--- src/rtl/param_counter_pkg.sv ---
// Shared constants for the free-running parameterised counter.
// The terminal-value helper gives the all-ones pattern for any legal width.
package param_counter_pkg;

    localparam int CNT_W_DEFAULT = 16;
    localparam int CNT_W_MIN     = 1;
    localparam int CNT_W_LIMIT   = 32;

    // All-ones value for a counter of width w, right-aligned in 32 bits
    function automatic logic [31:0] cnt_max(input int w);
        return 32'hFFFF_FFFF >> (32 - w);
    endfunction

endpackage

--- src/rtl/param_counter.sv ---
// Free-running CNT_W-bit up-counter with a one-cycle terminal-count flag.
// Overflow is registered alongside count so it never depends on an input path.
module param_counter
    import param_counter_pkg::*;
#(
    parameter int CNT_W = CNT_W_DEFAULT
) (
    input  logic             clk,
    input  logic             rst_n,
    output logic [CNT_W-1:0] count,
    output logic             overflow
);

    generate
        if ((CNT_W < CNT_W_MIN) || (CNT_W > CNT_W_LIMIT)) begin : g_bad_width
            $error("param_counter: CNT_W must be in 1..32");
        end
    endgenerate

    localparam logic [31:0]      CNT_MAX_W = cnt_max(CNT_W);
    localparam logic [CNT_W-1:0] CNT_MAX   = CNT_MAX_W[CNT_W-1:0];
    localparam logic [CNT_W-1:0] CNT_ONE   = CNT_W'(1);

    logic [CNT_W-1:0] count_r;
    logic             overflow_r;
    logic [CNT_W-1:0] count_nxt_s;
    logic             overflow_nxt_s;

    // Next value is computed at exactly CNT_W bits so the wrap is implicit
    always_comb begin
        count_nxt_s    = count_r + CNT_ONE;
        overflow_nxt_s = (count_nxt_s == CNT_MAX);
    end

    // Count and terminal flag registers, cleared asynchronously
    always_ff @(posedge clk or negedge rst_n) begin
        if (!rst_n) begin
            count_r    <= '0;
            overflow_r <= 1'b0;
        end else begin
            count_r    <= count_nxt_s;
            overflow_r <= overflow_nxt_s;
        end
    end

    assign count    = count_r;
    assign overflow = overflow_r;

endmodule

--- config.mk ---
export PLATFORM = sky130hd
export DESIGN_NAME = param_counter
export DESIGN_NICKNAME = d
export VERILOG_FILES = /design/src/rtl/param_counter_pkg.sv /design/src/rtl/param_counter.sv
export SDC_FILE = /design/constraint.sdc
export NUM_CORES = 1
export LEC_CHECK = 0
export BUFFER_PORTS_ARGS = -buffer_cell sky130_fd_sc_hd__buf_4
export CAP_MARGIN = 20
export CORE_MARGIN = 2
export CORE_UTILIZATION = 45
export CTS_CLUSTER_DIAMETER = 30
export DETAILED_ROUTE_END_ITERATION = 8
export PLACE_DENSITY = 0.72
export SYNTH_ARGS = -nofsm -noshare
export SYNTH_HDL_FRONTEND = slang
export SYNTH_SLANG_ARGS = --single-unit
export TNS_END_PERCENT = 5
--- constraint.sdc ---
create_clock -name clk -period 2.1 [get_ports clk]
set_input_delay 0.42 -clock clk [delete_from_list [all_inputs] [get_ports clk]]
set_output_delay 0.42 -clock clk [all_outputs]
set_load 0.01 [all_outputs]
==> results of run 1 <==
==> per-stage QoR <==
| step | util | area (um2) | hold WS [ns] | instances |
|---|---|---|---|---|
| final | 0.5891 | 1017 | 0.5007 | 117 |
| after global routing | 0.5891 | 1017 | 0.5358 | 117 |
| after CTS | 0.5891 | 1017 | 0.5077 | 117 |
| after detailed placement | 0.5681 | 980.9 | 0.2993 | 112 |
| after global placement | 0.5681 | 980.9 | 0.2967 | 112 |
| after floorplan | - | 827.0 | 0.1244 | 71 |
==> kinds of logic (layout without fill, tap and decap cells) <==
logic type	Yosys count	after routing	share of synthesized area
simple gates	29	29	0.2239
flops	17	17	0.5144
xor+xnor	12	12	0.1453
compound gates	5	5	0.04539
buf+inv	5	26	0.02874
fa+ha+maj	2	2	0.03025
mux	1	1	0.01210
==> cells in the mapped netlist (2+ instances only) <==
cell / n
xnor2_1: 7
nor2_1: 3
nor4_1: 2
dfrtp_1: 17
inv_1: 3
ha_1: 2
nand3_1: 4
nand4_1: 3
nand2_1: 5
xor2_1: 3
==> critical path, stage by stage (launching register included) <==
cell	delay (ns)
dfrtp_1	0.40
ha_1	0.23
nand3_1	0.23
nor4_1	0.34
o22ai_1	0.16
nor4bb_2	0.27
==> registers in the layout (all words and copies together) (netlist names) <==
signal    count
count        16
overflow      1
==> per-layer routing <==
metal | share of wire | track usage | up-vias
li1 | - | - | 289
met4 | 0.0078 | 0.06667 | 0
met5 | 0 | 0 | -
met3 | 0.048 | 0.03462 | 2
met1 | 0.50 | 0.2628 | 281
met2 | 0.44 | 0.2192 | 20
==> report_power, final <==
part / internal, uW / total, uW / switching (uW)
Sequential: 327 / 327 / 0
Clock: 73.7 / 177 / 103
Combinational: 2.48 / 9.11 / 6.63
Total: 403 / 513 / 110
==> final timing paths <==
kind	from	end	slack, ns
max	count[1]$_DFF_PN0_	overflow$_DFF_PN0_	0.38
min	count[0]$_DFF_PN0_	count[0]$_DFF_PN0_	0.50
max reg2reg	count[1]$_DFF_PN0_	overflow$_DFF_PN0_	0.38
min reg2reg	count[0]$_DFF_PN0_	count[0]$_DFF_PN0_	0.50
max in group asynchronous	rst_n	count[1]$_DFF_PN0_	1.38
min in group asynchronous	rst_n	count[12]$_DFF_PN0_	0.53
==> layout make-up <==
| cell class | count | area share |
|---|---|---|
| Tap cell | 25 | 0.03075 |
| Sequential cell | 17 | 0.4182 |
| Multi-Input combinational cell | 49 | 0.3715 |
| Timing Repair Buffer | 19 | 0.1427 |
| Inverter | 3 | 0.01107 |
| Clock buffer | 4 | 0.02583 |
==> impl_metrics.py, run 1 <==
metrics = {
    "yosys": {
        "syn_nets": 75,
        "ys_warn_count": 0,
        "yosys.area.top_type": "dfrtp_1",
        "synthTopCellsByArea": "dfrtp_1, xnor2_1, xor2_1",
        "ys_ff_latch": 17,
        "synth.distinct_cells": 32,
        "avgSynthCellArea_um2": 11.65,
        "ys.flop_type": "dfrtp_1",
        "synth_area_um2": 827.0,
        "seq_area_frac_synth": 0.5144,
        "synth_cells": 71,
        "synth_edf_count": 0,
        "synth_top_area_frac": 0.5144,
        "async_reset_ff_frac": 1.000,
    },
    "timing": {
        "finalHoldViolations": 0,
        "rsz0062_at_grt": "false",
        "fin_crit_sh": 0.8173,
        "setup-tns-final_ns": 0,
        "max_slew.worst_pin.slew_ns": 0.3507,
        "clock_skew_ns": 0.001181,
        "period_minus_slack_ns": 1.716,
        "max_slew_margin": 0.7641,
        "finalSetupViolCount": 0,
        "drv_slew": 0,
        "fmax_mhz": 582.6,
        "setup_ws_ns": 0.3836,
    },
    "drt": {
        "drc_errors": 0,
        "viasPerCell": 5.060,
        "vias": 592,
        "drt_iter0_drc": 8,
        "drt_pass1_iterations": 4,
        "wl_per_cell_um": 13.22,
        "final_antenna_net_count": 0,
        "routed_wl_mm": 1.547,
    },
    "die": {
        "die_h_um": 46.87,
        "initial_core_util": 0.4790,
        "dieWidth_um": 46.87,
        "rows": 15,
        "ios": 19,
        "core-area_um2": 1727,
        "die_area_um2": 2197,
    },
    "min_path": {
        "hold_depth": 1,
        "hp-class": "flop to flop",
    },
    "worst_setup_path": {
        "crit_required_ns": 2.30,
        "crit_fanout": 7,
        "worstSetupEndpointType": "flop",
        "start_kind": "flop",
        "critPathArrivalTime_ns": 1.91,
        "reg2regPathDepth": 5,
        "path_class": "flop to flop",
    },
    "run": {
        "drv_cap": 0,
    },
    "power_and_ir_drop": {
        "ir_worst_vdd_uv": 320.0,
        "power_leakage_uw": 0.0004930,
        "post-layout-total-power_uw": 513.4,
        "power_density_nw_per_um2": 504.7,
    },
    "finish": {
        "final_cell_mix": "buf_4, dfrtp_1, xnor2_1, nand2_1, nand3_1",
        "antennaDiodeCount": 0,
        "multi_input_comb_area_um2": 377.9,
        "drive_gt1_frac": 0.2935,
        "syn_to_final_growth_pct": 23.00,
        "fin_nets": 97,
        "nFillCells": 160,
        "mostFrequentLayoutCell": "buf_4",
        "seq_area_um2": 425.4,
    },
    "grt": {
        "first_global_vias": 522,
        "grt_use_total": 0.1664,
        "grt_overflow_total": 0,
        "grt_pass1_wl_mm": 2.539,
        "grt_max_degree": 18,
        "antenna_found_initial": 0,
    },
    "clock_tree": {
        "clkSinkCount": 17,
        "cts_setup_buffers": 0,
        "insertion_delay_ns": 0.28,
        "cts_tree": "done",
        "htreeDepth": 1,
        "clk_pin_slew_worst_paths_ns": 0.10,
        "max-clock-path-buffers": 2,
        "root_buffer": "clkbuf_4",
        "ctsHoldBuffers": 1,
        "cts_resized": 0,
        "cts_buffers": 3,
    },
    "outcome": {
        "status": "finished clean",
    },
    "placed_design": {
        "port_buffers": 18,
        "hpwlAfterDp_mm": 1.064,
        "dp_slack_ns": 0.4556,
        "gp_congestion": 0.7340,
    },
}
(Power assumes the default switching activity.)
==> run 2: changes to the inputs <==
Settings changed: PLACE_DENSITY 0.72 to 0.75.
Clock period 2.1 ns to 1.4 ns, I/O delays scaled along.
==> run 2 against run 1 <==
The flow now finishes with violations (negative setup slack). Critical path depth did not move. Sequential power increased by 50%. Via count is 21% higher. Hold slack worse by 0.13 ns. Clock skew grew 0.00091 ns. Highest routed layer unchanged.
==> impl_metrics.py, run 2 (synthesized netlist as in run 1, its figures left out) <==
metrics = {
    "outcome": {
        "status": "finished with violations",
        "violations": "negative setup slack",
    },
    "clock_tree": {
        "root_buffer": "clkbuf_4",
        "clk_pin_slew_worst_paths_ns": 0.10,
        "cts_tree": "done",
        "cts_buffers": 3,
        "clkSinkCount": 17,
        "insertion_delay_ns": 0.30,
        "max-clock-path-buffers": 2,
        "htreeDepth": 1,
    },
    "finish": {
        "final_cell_mix": "buf_4, dfrtp_1, xnor2_1, nand2_1, dfrtp_2",
        "syn_to_final_growth_pct": 52.35,
        "nFillCells": 134,
        "antennaDiodeCount": 0,
        "largest_reg_flops": 16,
        "mostFrequentLayoutCell": "buf_4",
        "drive_gt1_frac": 0.5421,
        "final_area_um2": 1260,
        "fin_nets": 112,
        "final_util": 0.7297,
    },
    "power_and_ir_drop": {
        "power_density_nw_per_um2": 615.9,
        "power_leakage_uw": 0.0006358,
        "ir_worst_vdd_uv": 479.8,
    },
    "die": {
        "dieWidth_um": 46.87,
        "die_area_um2": 2197,
        "initial_core_util": 0.4790,
        "core-area_um2": 1727,
        "die_h_um": 46.87,
        "ios": 19,
        "rows": 15,
    },
    "timing": {
        "period_minus_slack_ns": 1.453,
        "finalHoldViolations": 0,
        "fmax_mhz": 688.5,
        "max_slew_margin": 0.8257,
        "rsz0062_at_grt": "true",
        "max_slew.worst_pin.slew_ns": 0.2595,
        "clock_skew_ns": 0.002088,
        "drv_slew": 0,
        "fin_crit_sh": 1.038,
        "setup_ws_ns": -0.05251,
        "finalSetupViolCount": 2,
    },
    "placed_design": {
        "hpwlAfterDp_mm": 1.335,
        "port_buffers": 18,
        "gp_congestion": 0.8295,
        "dpl_cell_area_um2": 1125,
    },
    "drt": {
        "viasPerCell": 5.447,
        "routed_wl_mm": 2.015,
        "drt_pass1_iterations": 5,
        "wl_per_cell_um": 15.27,
        "final_antenna_net_count": 0,
        "vias": 719,
        "drt_iter0_drc": 20,
        "drc_errors": 0,
    },
    "worst_setup_path": {
        "crit_fanout": 7,
        "critPathArrivalTime_ns": 1.66,
        "rrSetupSlack_ns": -0.05,
        "crit_required_ns": 1.61,
        "reg2regPathDepth": 5,
        "r2r-end": "overflow$_DFF_PN0_",
        "path_class": "flop to flop",
        "worstSetupEndpointType": "flop",
        "start_kind": "flop",
        "r2r_start": "count[0]$_DFF_PN0_",
    },
    "grt": {
        "first_global_vias": 700,
        "grt_use_total": 0.2295,
        "antenna_found_initial": 0,
        "grt_pass1_wl_mm": 3.277,
        "grt_overflow_total": 0,
        "grt_max_degree": 18,
    },
    "min_path": {
        "hp-class": "input pin to asynchronous set/reset pin",
    },
    "run": {
        "drv_cap": 0,
    },
}
==> run 2: cell types whose count changed in the layout (fill, tap and decap cells not counted), moves of 2 or more <==
| cell | change |
|---|---|
| buf_4 | +13 |
| dfrtp_1 | -4 |
| dfrtp_2 | +4 |
| nand3_1 | -3 |
| buf_6 | +2 |
| nand3_2 | +2 |
| nor4_1 | -2 |
| nor4_4 | +2 |
==> run 2: per-layer routing <==
metal | vias up | track usage | part of all wire
met4 | 0 | 0.1556 | 0.032
met1 | 356 | 0.2829 | 0.43
li1 | 323 | - | -
met3 | 7 | 0.06538 | 0.057
met2 | 33 | 0.3479 | 0.48
met5 | - | 0 | 0
==> run 2: final cells by class <==
class | instances | area (um2) | area share
Tap cell | 25 | 31.28 | 0.02483
Sequential cell | 17 | 430.4 | 0.3416
Inverter | 3 | 11.26 | 0.008937
Clock inverter | 1 | 5.005 | 0.003972
Multi-Input combinational cell | 49 | 494.2 | 0.3923
Clock buffer | 3 | 22.52 | 0.01787
Timing Repair Buffer | 34 | 265.3 | 0.2105
==> run 2: repair_timing <==
action | CTS | global route
hold buffers | 1 | 0
gates cloned | 0 | 0
endpoints found under the hold margin | 17 | 0
endpoints found under the setup margin | 3 | 6
gates resized for setup | 4 | 8
setup buffers | 2 | 0
pin swaps | 2 | 5
==> run 2: power breakdown <==
| group | internal [uW] | leakage (uW) | total, uW | switching, uW |
|---|---|---|---|---|
| logic | 3.73 | 0.000400 | 13.4 | 9.69 |
| registers | 491 | 0.000218 | 491 | 0 |
| clock network | 107 | 0.0000177 | 272 | 165 |
| total | 601 | 0.000636 | 776 | 175 |
==> run 2: metrics by stage <==
stage / setup slack (ns) / setup TNS (ns) / std cells / hold WS [ns] / total power [uW]
floorplan: -0.01452 / -0.01452 / 71 / -0.01559 / 500.4
global placement: 0.002392 / 0 / 125 / 0.1531 / 511.9
detailed placement: -0.08019 / -0.09432 / 125 / 0.1546 / 512.1
CTS: -0.07406 / -0.09416 / 132 / 0.3697 / 782.8
global route: -0.1205 / -0.3138 / 132 / 0.3976 / 803.5
finish: -0.05251 / -0.07824 / 132 / 0.3691 / 776.0
==> run 2: critical path: stages (launching register included) <==
cell      delay [ns]
dfrtp_2         0.41
and3_1          0.21
buf_6           0.17
nand4_2         0.13
xnor2_2         0.16
nor4bb_2        0.29
==> run 2: how the worst max path moves through the flow <==
stage | startpoint | depth (start not counted) | endpoint | slack [ns]
3_3_place_gp | count[1]$_DFF_PN0_ | 5 | overflow$_DFF_PN0_ | 0.002
3_5_place_dp | count[1]$_DFF_PN0_ | 5 | overflow$_DFF_PN0_ | -0.08
4_1_cts | count[0]$_DFF_PN0_ | 5 | overflow$_DFF_PN0_ | -0.07
2_1_floorplan | count[0]$_DFF_PN0_ | 5 | overflow$_DFF_PN0_ | -0.01
6_report | count[0]$_DFF_PN0_ | 5 | overflow$_DFF_PN0_ | -0.05
5_1_grt | count[1]$_DFF_PN0_ | 6 | count[14]$_DFF_PN0_ | -0.12
==> run 3: changes to the inputs <==
==> constraint.sdc (replaced) <==
create_clock -name clk -period 1.4 [get_ports clk]
set_input_delay 0.42 -clock clk [delete_from_list [all_inputs] [get_ports clk]]
set_output_delay 0.42 -clock clk [all_outputs]
set_load 0.01 [all_outputs]
==> run 3 against run 2 <==
The flow still finishes with violations (negative setup slack). Non-clock buffer count is the same. Via count shrank 3.8%. Combinational power is essentially flat. First-iteration DRC count shrank 70%. Critical path type unchanged.
==> impl_metrics.py, run 3 (synthesized netlist as in run 1, its figures left out) <==
metrics = {
    "outcome": {
        "status": "finished with violations",
        "violations": "negative setup slack",
    },
    "power_and_ir_drop": {
        "ir_worst_vdd_uv": 462.9,
        "power_leakage_uw": 0.0006248,
        "post-layout-total-power_uw": 767.6,
        "power_density_nw_per_um2": 588.2,
    },
    "grt": {
        "grt_use_total": 0.2287,
        "antenna_found_initial": 0,
        "grt_overflow_total": 0,
        "first_global_vias": 701,
        "grt_max_degree": 18,
        "grt_pass1_wl_mm": 3.263,
    },
    "worst_setup_path": {
        "critPathArrivalTime_ns": 1.67,
        "critPathSlowestCell": "dfrtp_2",
        "start_kind": "flop",
        "crit_fanout": 7,
        "rrSetupSlack_ns": -0.07,
        "crit_chain": "and3_1 -> buf_6 -> nand4_2 -> xnor2_2 -> nor4bb_2",
        "path_class": "flop to flop",
        "worstSetupEndpointType": "flop",
        "slowest_delay_ns": 0.42,
        "crit_required_ns": 1.60,
    },
    "die": {
        "core-area_um2": 1727,
        "dieWidth_um": 46.87,
        "die_area_um2": 2197,
        "rows": 15,
        "die_h_um": 46.87,
        "ios": 19,
        "initial_core_util": 0.4790,
    },
    "placed_design": {
        "port_buffers": 18,
        "hpwlAfterDp_mm": 1.335,
        "gp_congestion": 0.8295,
    },
    "timing": {
        "max_slew.worst_pin.slew_ns": 0.2328,
        "finalSetupViolCount": 8,
        "setup_ws_ns": -0.06910,
        "fmax_mhz": 680.7,
        "setup-tns-final_ns": -0.2208,
        "rsz0062_at_grt": "true",
        "drv_slew": 0,
        "period_minus_slack_ns": 1.469,
        "clock_skew_ns": 0.001706,
        "max_slew_margin": 0.8437,
        "fin_crit_sh": 1.049,
        "finalHoldViolations": 0,
    },
    "clock_tree": {
        "insertion_delay_ns": 0.29,
        "htreeDepth": 1,
        "clkSinkCount": 17,
        "cts_buffers": 3,
        "cts_tree": "done",
        "root_buffer": "clkbuf_4",
        "max-clock-path-buffers": 2,
        "clk_pin_slew_worst_paths_ns": 0.10,
    },
    "finish": {
        "final_cell_mix": "buf_6, buf_4, dfrtp_1, xnor2_1",
        "syn_to_final_growth_pct": 57.79,
        "antennaDiodeCount": 0,
        "drive_gt1_frac": 0.5421,
        "mostFrequentLayoutCell": "buf_6",
        "fin_nets": 112,
        "largest_reg_flops": 16,
    },
    "drt": {
        "drt_pass1_iterations": 4,
        "routed_wl_mm": 2.037,
        "wl_per_cell_um": 15.43,
        "viasPerCell": 5.242,
        "vias": 692,
        "drt_iter0_drc": 6,
        "drc_errors": 0,
        "final_antenna_net_count": 0,
    },
    "run": {
        "drv_cap": 0,
    },
    "min_path": {
        "hp-class": "input pin to asynchronous set/reset pin",
    },
}
## run 3: cell counts in the layout (fill, tap and decap cells not counted)
No cell type changed its count.
## run 3: path summary, 6_finish.rpt
check | startpoint | end | depth (start not counted)
setup reg to reg | count[0]$_DFF_PN0_ | overflow$_DFF_PN0_ | 5
hold / removal | rst_n | overflow$_DFF_PN0_ | 2
setup / recovery | count[0]$_DFF_PN0_ | overflow$_DFF_PN0_ | 5
max in group asynchronous | rst_n | count[4]$_DFF_PN0_ | 2
hold reg to reg | count[14]$_DFF_PN0_ | count[14]$_DFF_PN0_ | 1
min in group clk | count[14]$_DFF_PN0_ | count[14]$_DFF_PN0_ | 1
## run 3: worst max-delay path, delay by kind of cell, from the launching register on
family,cells,cell delay (ns)
buffers and inverters,1,0.16
DFF,1,0.42
xor gates and xnor gates,1,0.16
and+or+nand+nor,3,0.64
## run 3: area by class of cell
type                    instances  area [um2]
clock buffers                   3       22.52
well taps                      25       31.28
inverters                       3       11.26
multi-input cells              49       478.0
flip-flops and latches         17       431.7
clock inverters                 1       5.005
repair buffers                 34       325.3
fillers                       125       421.7
## run 3: repair_timing
action | 4_1_cts | 5_1_grt
gates resized for setup | 10 | 18
setup endpoints to repair | 11 | 16
setup buffers | 2 | 0
hold endpoints to repair | 17 | 0
hold buffers | 1 | 0
pin swaps | 2 | 6
## run 3: report_power, final
part | leakage (uW) | switching, uW | internal (uW)
combinational | 0.000390 | 9.98 | 3.72
clock | 0.0000177 | 157 | 106
sequential | 0.000217 | 0 | 491
total | 0.000625 | 167 | 601
## run 3: stage by stage
stage,hold slack (ns),area (um2),worst slack (ns),std cells,util
after floorplan,0.1244,875.8,-0.01452,71,-
after global placement,0.2931,1125,0.002392,125,0.6514
after detailed placement,0.2946,1125,-0.08019,125,0.6514
after CTS,0.5097,1227,-0.07408,132,0.7109
after global routing,0.5410,1305,-0.1184,132,0.7558
final,0.5187,1305,-0.06910,132,0.7558
## run 3: metal layers
layer  GRT usage  wire length (um)  vias up
met5           0                 0        -
met4      0.1556                64        0
met3     0.05000                78        6
met2      0.3397               999       17
met1      0.2976               894      347
li1            -                 -      322
